`config.mk`:
```
export PLATFORM = sky130hd
export DESIGN_NAME = wb_stage_flat
export DESIGN_NICKNAME = d
export VERILOG_FILES = /design/src/rtl/cpu_pkg.sv /design/src/rtl/wb_stage_if.sv /design/src/rtl/wb_hazard.sv /design/src/rtl/wb_stage.sv /design/src/flat_wrapper.sv
export SDC_FILE = /design/constraint.sdc
export NUM_CORES = 1
export LEC_CHECK = 0
export BUFFER_PORTS_ARGS = -buffer_cell sky130_fd_sc_hd__buf_4
export CORE_ASPECT_RATIO = 1.75
export CORE_UTILIZATION = 40
export CTS_BUF_LIST = sky130_fd_sc_hd__clkbuf_8
export DETAILED_ROUTE_END_ITERATION = 16
export GPL_ROUTABILITY_DRIVEN = 0
export PLACE_DENSITY = 0.67
export SETUP_SLACK_MARGIN = 0.3
export SLEW_MARGIN = 20
export SYNTH_ARGS = -nofsm -noshare
export SYNTH_HDL_FRONTEND = slang
export SYNTH_SLANG_ARGS = --single-unit
export TNS_END_PERCENT = 100
```
`constraint.sdc`:
```
create_clock -name i_clk -period 3.85 [get_ports i_clk]
set_clock_uncertainty 0.15 [all_clocks]
set_input_delay 0.385 -clock i_clk [delete_from_list [all_inputs] [get_ports i_clk]]
set_output_delay 0.385 -clock i_clk [all_outputs]
set_load 0.02 [all_outputs]
```
`src/rtl/cpu_pkg.sv`:
```
// Shared CPU definitions: datapath/pointer widths common to the register file
// and writeback stage, plus the writeback FSM state type.
package cpu_pkg;

    localparam int CPU_W = 8;
    localparam int CPU_D = 5;

    typedef enum logic {
        IDLE      = 1'b0,
        LOAD_WAIT = 1'b1
    } wb_state_t;

endpackage

```
`src/rtl/wb_stage_if.sv`:
```
// Bundle of execute, data-memory, register-file write and hazard signals
// around the writeback stage; master is the stage, slave is its environment.
interface wb_stage_if
    import cpu_pkg::*;
#(
    parameter int W = CPU_W,
    parameter int D = CPU_D
);
    logic         ex_valid;
    logic         ex_ready;
    logic         ex_is_load;
    logic [D-1:0] ex_waddr;
    logic [W-1:0] ex_result;

    logic         mem_req;
    logic [W-1:0] mem_addr;
    logic         mem_rvalid;
    logic [W-1:0] mem_rdata;

    logic         write_en;
    logic [D-1:0] waddr;
    logic [W-1:0] data_in;

    logic [D-1:0] raddrA;
    logic [D-1:0] raddrB;
    logic         hazard;
    logic         err;

    modport master (
        input  ex_valid, ex_is_load, ex_waddr, ex_result,
        input  mem_rvalid, mem_rdata, raddrA, raddrB,
        output ex_ready, mem_req, mem_addr, write_en, waddr, data_in,
        output hazard, err
    );

    modport slave (
        output ex_valid, ex_is_load, ex_waddr, ex_result,
        output mem_rvalid, mem_rdata, raddrA, raddrB,
        input  ex_ready, mem_req, mem_addr, write_en, waddr, data_in,
        input  hazard, err
    );
endinterface

```
`src/rtl/wb_hazard.sv`:
```
// Read-after-write hazard detector for two read pointers against a pending
// load destination and the in-flight register-file write; r0 never hazards.
module wb_hazard
    import cpu_pkg::*;
#(
    parameter int D = CPU_D
) (
    input  logic [D-1:0] i_raddrA,
    input  logic [D-1:0] i_raddrB,
    input  logic         i_pendValid,
    input  logic [D-1:0] i_pendAddr,
    input  logic         i_wrValid,
    input  logic [D-1:0] i_wrAddr,
    output logic         o_hazard
);

    logic w_hitA;
    logic w_hitB;

    always_comb begin
        w_hitA = (i_raddrA != '0) &&
                 ((i_pendValid && (i_raddrA == i_pendAddr)) ||
                  (i_wrValid   && (i_raddrA == i_wrAddr)));
        w_hitB = (i_raddrB != '0) &&
                 ((i_pendValid && (i_raddrB == i_pendAddr)) ||
                  (i_wrValid   && (i_raddrB == i_wrAddr)));
        o_hazard = w_hitA || w_hitB;
    end

endmodule

```
`src/rtl/wb_stage.sv`:
```
// Writeback stage: retires ALU results in one cycle, sequences loads against
// variable-latency memory with a watchdog, and flags RAW hazards for decode.
module wb_stage
    import cpu_pkg::*;
#(
    parameter int W       = CPU_W,
    parameter int D       = CPU_D,
    parameter int TIMEOUT = 15
) (
    input  logic      i_clk,
    input  logic      i_rst,
    wb_stage_if.master bus
);

    localparam int CW = $clog2(TIMEOUT + 1);

    wb_state_t    r_state,  w_state;
    logic [CW-1:0] r_count, w_count;
    logic [D-1:0] r_dest,   w_dest;
    logic         r_wen,    w_wen;
    logic [D-1:0] r_waddr,  w_waddr;
    logic [W-1:0] r_wdata,  w_wdata;
    logic         r_mreq,   w_mreq;
    logic [W-1:0] r_maddr,  w_maddr;
    logic         r_err,    w_err;
    logic         w_accept;

    always_ff @(posedge i_clk or posedge i_rst) begin
        if (i_rst) begin
            r_state <= IDLE;
            r_count <= '0;
            r_dest  <= '0;
            r_wen   <= 1'b0;
            r_waddr <= '0;
            r_wdata <= '0;
            r_mreq  <= 1'b0;
            r_maddr <= '0;
            r_err   <= 1'b0;
        end else begin
            r_state <= w_state;
            r_count <= w_count;
            r_dest  <= w_dest;
            r_wen   <= w_wen;
            r_waddr <= w_waddr;
            r_wdata <= w_wdata;
            r_mreq  <= w_mreq;
            r_maddr <= w_maddr;
            r_err   <= w_err;
        end
    end

    // Writes to r0 are suppressed but the op still retires and frees the stage.
    always_comb begin
        w_state  = r_state;
        w_count  = r_count;
        w_dest   = r_dest;
        w_wen    = 1'b0;
        w_waddr  = r_waddr;
        w_wdata  = r_wdata;
        w_mreq   = 1'b0;
        w_maddr  = r_maddr;
        w_err    = r_err;
        w_accept = bus.ex_valid && (r_state == IDLE);

        case (r_state)
            IDLE: begin
                if (w_accept) begin
                    if (bus.ex_is_load) begin
                        w_state = LOAD_WAIT;
                        w_mreq  = 1'b1;
                        w_maddr = bus.ex_result;
                        w_dest  = bus.ex_waddr;
                        w_count = '0;
                    end else if (bus.ex_waddr != '0) begin
                        w_wen   = 1'b1;
                        w_waddr = bus.ex_waddr;
                        w_wdata = bus.ex_result;
                    end
                end
            end
            LOAD_WAIT: begin
                if (bus.mem_rvalid) begin
                    w_state = IDLE;
                    w_count = '0;
                    if (r_dest != '0) begin
                        w_wen   = 1'b1;
                        w_waddr = r_dest;
                        w_wdata = bus.mem_rdata;
                    end
                end else if (r_count == CW'(TIMEOUT - 1)) begin
                    w_state = IDLE;
                    w_count = '0;
                    w_err   = 1'b1;
                end else begin
                    w_count = r_count + CW'(1);
                end
            end
            default: w_state = IDLE;
        endcase
    end

    assign bus.ex_ready = (r_state == IDLE);
    assign bus.mem_req  = r_mreq;
    assign bus.mem_addr = r_maddr;
    assign bus.write_en = r_wen;
    assign bus.waddr    = r_waddr;
    assign bus.data_in  = r_wdata;
    assign bus.err      = r_err;

    wb_hazard #(.D(D)) u_hazard (
        .i_raddrA    (bus.raddrA),
        .i_raddrB    (bus.raddrB),
        .i_pendValid (r_state == LOAD_WAIT),
        .i_pendAddr  (r_dest),
        .i_wrValid   (r_wen),
        .i_wrAddr    (r_waddr),
        .o_hazard    (bus.hazard)
    );

endmodule

```
`src/flat_wrapper.sv`:
```
// flat-port wrapper written by rule: the top's interface ports become plain ports
module wb_stage_flat import cpu_pkg::*;
#(
    parameter int W       = CPU_W,
    parameter int D       = CPU_D,
    parameter int TIMEOUT = 15
)
  (i_clk, i_rst, bus_ex_valid, bus_ex_is_load, bus_ex_waddr, bus_ex_result, bus_mem_rvalid, bus_mem_rdata, bus_raddrA, bus_raddrB, bus_ex_ready, bus_mem_req, bus_mem_addr, bus_write_en, bus_waddr, bus_data_in, bus_hazard, bus_err);
  wb_stage_if #(.W(W), .D(D)) bus_i ();
  input  logic i_clk;
  input  logic i_rst;
  input wire logic [$bits(bus_i.ex_valid)-1:0] bus_ex_valid;
  input wire logic [$bits(bus_i.ex_is_load)-1:0] bus_ex_is_load;
  input wire logic [$bits(bus_i.ex_waddr)-1:0] bus_ex_waddr;
  input wire logic [$bits(bus_i.ex_result)-1:0] bus_ex_result;
  input wire logic [$bits(bus_i.mem_rvalid)-1:0] bus_mem_rvalid;
  input wire logic [$bits(bus_i.mem_rdata)-1:0] bus_mem_rdata;
  input wire logic [$bits(bus_i.raddrA)-1:0] bus_raddrA;
  input wire logic [$bits(bus_i.raddrB)-1:0] bus_raddrB;
  output wire logic [$bits(bus_i.ex_ready)-1:0] bus_ex_ready;
  output wire logic [$bits(bus_i.mem_req)-1:0] bus_mem_req;
  output wire logic [$bits(bus_i.mem_addr)-1:0] bus_mem_addr;
  output wire logic [$bits(bus_i.write_en)-1:0] bus_write_en;
  output wire logic [$bits(bus_i.waddr)-1:0] bus_waddr;
  output wire logic [$bits(bus_i.data_in)-1:0] bus_data_in;
  output wire logic [$bits(bus_i.hazard)-1:0] bus_hazard;
  output wire logic [$bits(bus_i.err)-1:0] bus_err;
  assign bus_i.ex_valid = bus_ex_valid;
  assign bus_i.ex_is_load = bus_ex_is_load;
  assign bus_i.ex_waddr = bus_ex_waddr;
  assign bus_i.ex_result = bus_ex_result;
  assign bus_i.mem_rvalid = bus_mem_rvalid;
  assign bus_i.mem_rdata = bus_mem_rdata;
  assign bus_i.raddrA = bus_raddrA;
  assign bus_i.raddrB = bus_raddrB;
  assign bus_ex_ready = bus_i.ex_ready;
  assign bus_mem_req = bus_i.mem_req;
  assign bus_mem_addr = bus_i.mem_addr;
  assign bus_write_en = bus_i.write_en;
  assign bus_waddr = bus_i.waddr;
  assign bus_data_in = bus_i.data_in;
  assign bus_hazard = bus_i.hazard;
  assign bus_err = bus_i.err;
  wb_stage #(.W(W), .D(D), .TIMEOUT(TIMEOUT)) u_core (.i_clk(i_clk), .i_rst(i_rst), .bus(bus_i));
endmodule
```
==> results_dict.tcl, run 1 <==
set metrics [dict create \
    status "finished clean" \
    grt_max_degree 35 \
    dp_hpwl_mm 3.29 \
    syn_nets 183 \
    cts-resized-gates 0 \
    htree_levels 2 \
    end_kind "output pin" \
    antenna_cells 0 \
    drc_errors 0 \
    design_area_mm2 0.00239 \
    clkPwrFrac 0.214 \
    swShare 0.335 \
    intPower_w 0.000841 \
    hp-class "input port to async pin" \
    cp_cell_sequence "inv_1 -> o32ai_1 -> a22o_1 -> buf_4" \
    finalCriticalPeriod_ns 2.62 \
    crit_fanout 17 \
    portBuffers 61 \
    cts_tree "done" \
    crit_path_top_delay_cell "dfrtp_1" \
    rows 31 \
    p_switching_w 0.000425 \
    critical-path-top-delay-family "flip-flops" \
    ys_types 27 \
    worstSetupStartpoint "u_core.r_state" \
    postRouteAntennaNets 0 \
    p_leak_nw 1.11 \
    drt_iter0_drc 14 \
    grtUsageMet3 0.0572 \
    clk_path_buf_depth 2 \
    max_freq_mhz 382 \
    crit_path_end "bus_hazard" \
    r2r_start "u_core.r_state" \
    peakVddDrop_mv 0.370 \
    ys_warn_count 0 \
    drive_gt1_frac 0.526 \
    grt_setup_unrepaired "no" \
    fin_tns_setup_ns 0 \
    grt_pass1_wl_mm 7.17 \
    grt.overflow.total 0 \
    clock_latency_ns 0.28 \
    via_per_inst 5.27 \
    final_core_util 0.566 \
    fillers 357 \
    yosysTopAreaCell "dfrtp_1" \
    postCtsSetupBuffers 0 \
    dr_total_vias 1369 \
    path_clk_slew_ns 0.07 \
    grt_usage 0.204 \
    synth_top_area_share 0.473 \
    synth_cells 145 \
    die-area_mm2 0.00478 \
    start_util 0.425 \
    tightest_slew_ns 0.909 \
    regArea_um2 851 \
    powerDensity_mw_per_mm2 530 \
    antenna_found_initial 0 \
    finalSetupViolCount 0 \
    core_region_area_mm2 0.00423 \
    ios 62 \
    wirelength_mm 4.28 \
    area_delta_synth_final_pct 33.0 \
    finalHoldViolations 0 \
    regToRegSetupSlack_ns 1.32 \
    cts-root-buf "clkbuf_8" \
    period_share 0.680 \
    avgSynthCellArea_um2 12.4 \
    multiInputGateArea_um2 907 \
    top_usage_layer "met2" \
    clock-sinks 34 \
    max_stage_delay_ns 0.77 \
    final_cell_mix "62 x buf_4, 34 x dfrtp_1, 30 x mux2_2, 18 x xnor2_1" \
    hold_buffers 0 \
    placed_cell_area_mm2 0.00230 \
    r2r_cells 3 \
    arrival_ns 2.08 \
    syn_area_mm2 0.00180 \
    pwr-share-seq 0.415 \
    crit_buf_inv 2 \
    grt_use_met1 0.212 \
    die_h_um 90.7 \
    comb_power_share 0.371 \
    numCtsBuffers 5 \
    avgRoutedWirePerCell_um 16.5 \
    max_slew_margin 0.394 \
    cap_violations 0 \
    fin_nets 248 \
    grt_pass1_vias 1549 \
    met2_usage 0.353 \
    crit_type "register to output pin" \
    final_common_cell "buf_4" \
    slew_violations 0 \
    cp.required_ns 3.31 \
    synth_seq_cells 34 \
    dr.pass1.iters 4 \
    start_kind "register" \
    seq_area_frac_synth 0.473 \
    synthTopCellsByArea "dfrtp_1 47%, mux2_2 19%, xnor2_1 8.8%, mux2_4 7.5%, nand2_1 1.9%" \
    die_width_um 52.7 \
    cp.depth 4 \
    rr_endpoint "u_core.bus.data_in[7]" \
]
## routing by layer
layer | vias up | routed length [µm]
met5 | - | 0
met4 | 0 | 131
met1 | 665 | 1540
met2 | 48 | 2400
met3 | 15 | 207
li1 | 641 | -
## worst min-delay path, stage by stage
cell and delay [ns]:
buf_4 0.10, inv_1 0.04, buf_4 0.38
## power by group through the flow
| stage | registers (W) | logic (W) | clock network [W] |
|---|---|---|---|
| 2_1_floorplan | 0.000591 | 0.000219 | 0 |
| 3_3_place_gp | 0.000526 | 0.000463 | 0 |
| 4_1_cts | 0.000527 | 0.000475 | 0.000276 |
| 6_report | 0.000526 | 0.000470 | 0.000270 |
| 5_1_grt | 0.000540 | 0.000502 | 0.000292 |
| 3_5_place_dp | 0.000533 | 0.000474 | 0 |
## flip-flops by register name (all words and copies together) (netlist names)
name / flops
u_core.r_count: 4
u_core.bus.write_en: 1
u_core.bus.data_in: 8
u_core.bus.mem_addr: 8
u_core.bus.err: 1
u_core.bus.waddr: 5
u_core.bus.mem_req: 1
u_core.r_dest: 5
u_core.r_state: 1
## cell families (layout without fill, tap and decap cells)
logic type | after synthesis | after routing | share of synthesized area
muxes | 39 | 39 | 0.263
DFF | 34 | 34 | 0.473
and+or+nand+nor | 28 | 28 | 0.0793
xor gates and xnor gates | 20 | 20 | 0.0974
AOI/OAI and AO/OA | 14 | 14 | 0.0508
buffers and inverters | 8 | 74 | 0.0223
adders and majority gates | 2 | 2 | 0.0139
## stage by stage
| stage | total power [W] | setup slack [ns] | hold slack [ns] | instances |
|---|---|---|---|---|
| floorplan | 0.000809 | 1.96 | 0.292 | 145 |
| global placement | 0.000989 | 1.39 | 0.293 | 252 |
| detailed placement | 0.00101 | 1.30 | 0.322 | 252 |
| CTS | 0.00128 | 1.23 | 0.0540 | 260 |
| global route | 0.00133 | 1.14 | 0.0925 | 260 |
| finish | 0.00127 | 1.23 | 0.0397 | 260 |
## worst min-delay path by stage
stage / to / slack [ns]
after global routing: u_core.bus.mem_req / 0.09
after global placement: u_core.bus.err / 0.29
after detailed placement: u_core.bus.err / 0.32
final: u_core.bus.mem_addr[4] / 0.04
after floorplan: u_core.r_count[3] / 0.29
after CTS: u_core.bus.mem_addr[4] / 0.05
## cell type report
class / count / area share
sequential: 34 / 0.356
inverter: 4 / 0.00628
multi-input combinational: 103 / 0.379
tap: 49 / 0.0256
clock inverter: 2 / 0.00366
timing repair buffer: 62 / 0.195
clock buffer: 6 / 0.0345
## synth_stat cells
cell	instances
buf_2	2
buf_1	1
a21o_1	1
a21oi_1	1
o21ai_1	1
nor3_1	4
ha_1	2
o32ai_1	2
buf_6	1
mux2_2	30
or2_2	1
nor3b_1	1
nand2b_1	1
o21ai_0	6
nand4_1	4
a22o_1	1
mux2_4	9
or4_1	2
nand2_1	9
dfrtp_1	34
nand3_1	1
and3_1	2
xnor2_1	18
inv_1	4
xor2_1	2
o21ai_2	2
nor2_1	3
Power figures use the tool's default switching activity.
==> inputs of run 2 (changes only) <==
PLACE_DENSITY = 0.7   (was 0.67)
clock period = 2.4 ns   (was 3.85 ns; I/O delays follow)
==> results_dict.tcl, run 2 (same netlist as run 1, synthesis figures left out) <==
set metrics [dict create \
    status "finished clean" \
    grtUsageMet3 0.0505 \
    area_delta_synth_final_pct 36.5 \
    crit_type "register to output pin" \
    grt_pass1_vias 1561 \
    final_core_util 0.581 \
    tightest_slew_ns 0.599 \
    crit_fanout 9 \
    max_freq_mhz 483 \
    hp-class "input port to register" \
    start_kind "register" \
    min_path_cells 2 \
    final_common_cell "buf_4" \
    wirelength_mm 4.31 \
    clk_path_buf_depth 2 \
    r2r_start "u_core.r_dest[2]" \
    met2_usage 0.367 \
    rr_endpoint "u_core.bus.data_in[0]" \
    hold_path_startpoint "bus_ex_result[4]" \
    peakVddDrop_mv 0.710 \
    via_per_inst 5.19 \
    die_h_um 90.7 \
    fin_tns_setup_ns 0 \
    dp.cells 255 \
    finalHoldViolations 0 \
    crit_top_cell "buf_4" \
    fin_nets 252 \
    top_usage_layer "met2" \
    cap_violations 0 \
    powerDensity_mw_per_mm2 860 \
    cp.required_ns 2.01 \
    grt_usage 0.204 \
    core_region_area_mm2 0.00423 \
    cts_tree "done" \
    avgRoutedWirePerCell_um 16.3 \
    postRouteAntennaNets 0 \
    dr.pass1.iters 4 \
    end_kind "output pin" \
    cts-root-buf "clkbuf_8" \
    die_width_um 52.7 \
    max_stage_delay_ns 0.47 \
    finalCriticalPeriod_ns 2.07 \
    period_share 0.863 \
    grt_use_met1 0.219 \
    drt_iter0_drc 16 \
    portBuffers 61 \
    start_util 0.425 \
    layout.cells.non_filler 264 \
    arrival_ns 1.68 \
    fillers 360 \
    die-area_mm2 0.00478 \
    regToRegSetupSlack_ns 0.43 \
    power_w 0.00211 \
    drc_errors 0 \
    p_leak_nw 1.14 \
    clock_latency_ns 0.28 \
    clock-sinks 34 \
    postCtsSetupBuffers 0 \
    cp_cell_sequence "inv_1 -> buf_4 -> o32ai_1 -> a22o_1 -> buf_4" \
    grt_max_degree 35 \
    antenna_cells 0 \
    max_slew_margin 0.599 \
    dr_total_vias 1370 \
    grt_setup_unrepaired "yes" \
    finalSetupViolCount 0 \
    numCtsBuffers 5 \
    antenna_found_initial 0 \
    dp_hpwl_mm 3.36 \
    critical-path-top-delay-family "compound AO/OA/AOI/OAI gates" \
    slew_violations 0 \
    rows 31 \
    path_clk_slew_ns 0.07 \
    grt_pass1_wl_mm 7.20 \
    drive_gt1_frac 0.535 \
    final_cell_mix "65 x buf_4, 33 x dfrtp_1, 30 x mux2_2, 17 x xnor2_1" \
    min_to "u_core.bus.mem_addr[4]" \
    crit_path_top_delay_cell "dfrtp_2" \
    grt.overflow.total 0 \
    r2r_cells 4 \
    htree_levels 2 \
    ios 62 \
    crit_buf_inv 3 \
]
## run 2: how the worst max path moves through the flow
stage	from	to	slack, ns	cells after the start
after floorplan	u_core.r_dest[3]	u_core.bus.data_in[0]	0.51	5
after global placement	u_core.r_dest[3]	u_core.bus.waddr[1]	0.38	4
after detailed placement	u_core.r_state	u_core.bus.data_in[6]	0.27	3
after global routing	u_core.r_dest[4]	bus_hazard	0.24	5
after CTS	u_core.r_dest[1]	u_core.bus.data_in[6]	0.31	4
final	u_core.r_state	bus_hazard	0.33	5
## run 2: worst reg2reg max path, cell delays in order, from the launching register on
cell and delay (ns):
dfrtp_1 0.44, or4_1 0.55, o21ai_2 0.18, o21ai_4 0.19
mux2_4 0.35
## run 2: stage by stage
step / setup slack [ns] / area [µm²] / hold WS [ns]
floorplan: 0.506 / 1800 / 0.232
global placement: 0.381 / 2320 / 0.205
detailed placement: 0.274 / 2320 / 0.223
CTS: 0.305 / 2440 / 0.0407
global route: 0.242 / 2450 / 0.0401
finish: 0.328 / 2450 / 0.0495
## run 2: metal layers
layer	vias to the layer above	part of all wire
li1	649	-
met1	672	0.37
met2	41	0.58
met3	8	0.043
met4	0	0.015
met5	-	0
## run 2: what timing repair did
action                     4_1_cts  5_1_grt
resized for setup                1        2
setup endpoints to repair        5       14
hold buffers                     1        0
hold endpoints to repair        34        0
## run 2: where the power goes
part / switching (W) / leakage, nW / internal, W
Combinational: 0.000346 / 0.670 / 0.000428
Sequential: 0.000136 / 0.411 / 0.000705
Clock: 0.000194 / 0.0607 / 0.000302
## run 2: area by class of cell
type	instances	area, µm²	share of cell area
inverters	4	15.0	0.00612
clock inverters	3	37.5	0.0153
multi-input cells	103	922	0.376
well taps	49	61.3	0.0250
repair buffers	66	498	0.203
flip-flops and latches	34	852	0.347
clock buffers	5	68.8	0.0280
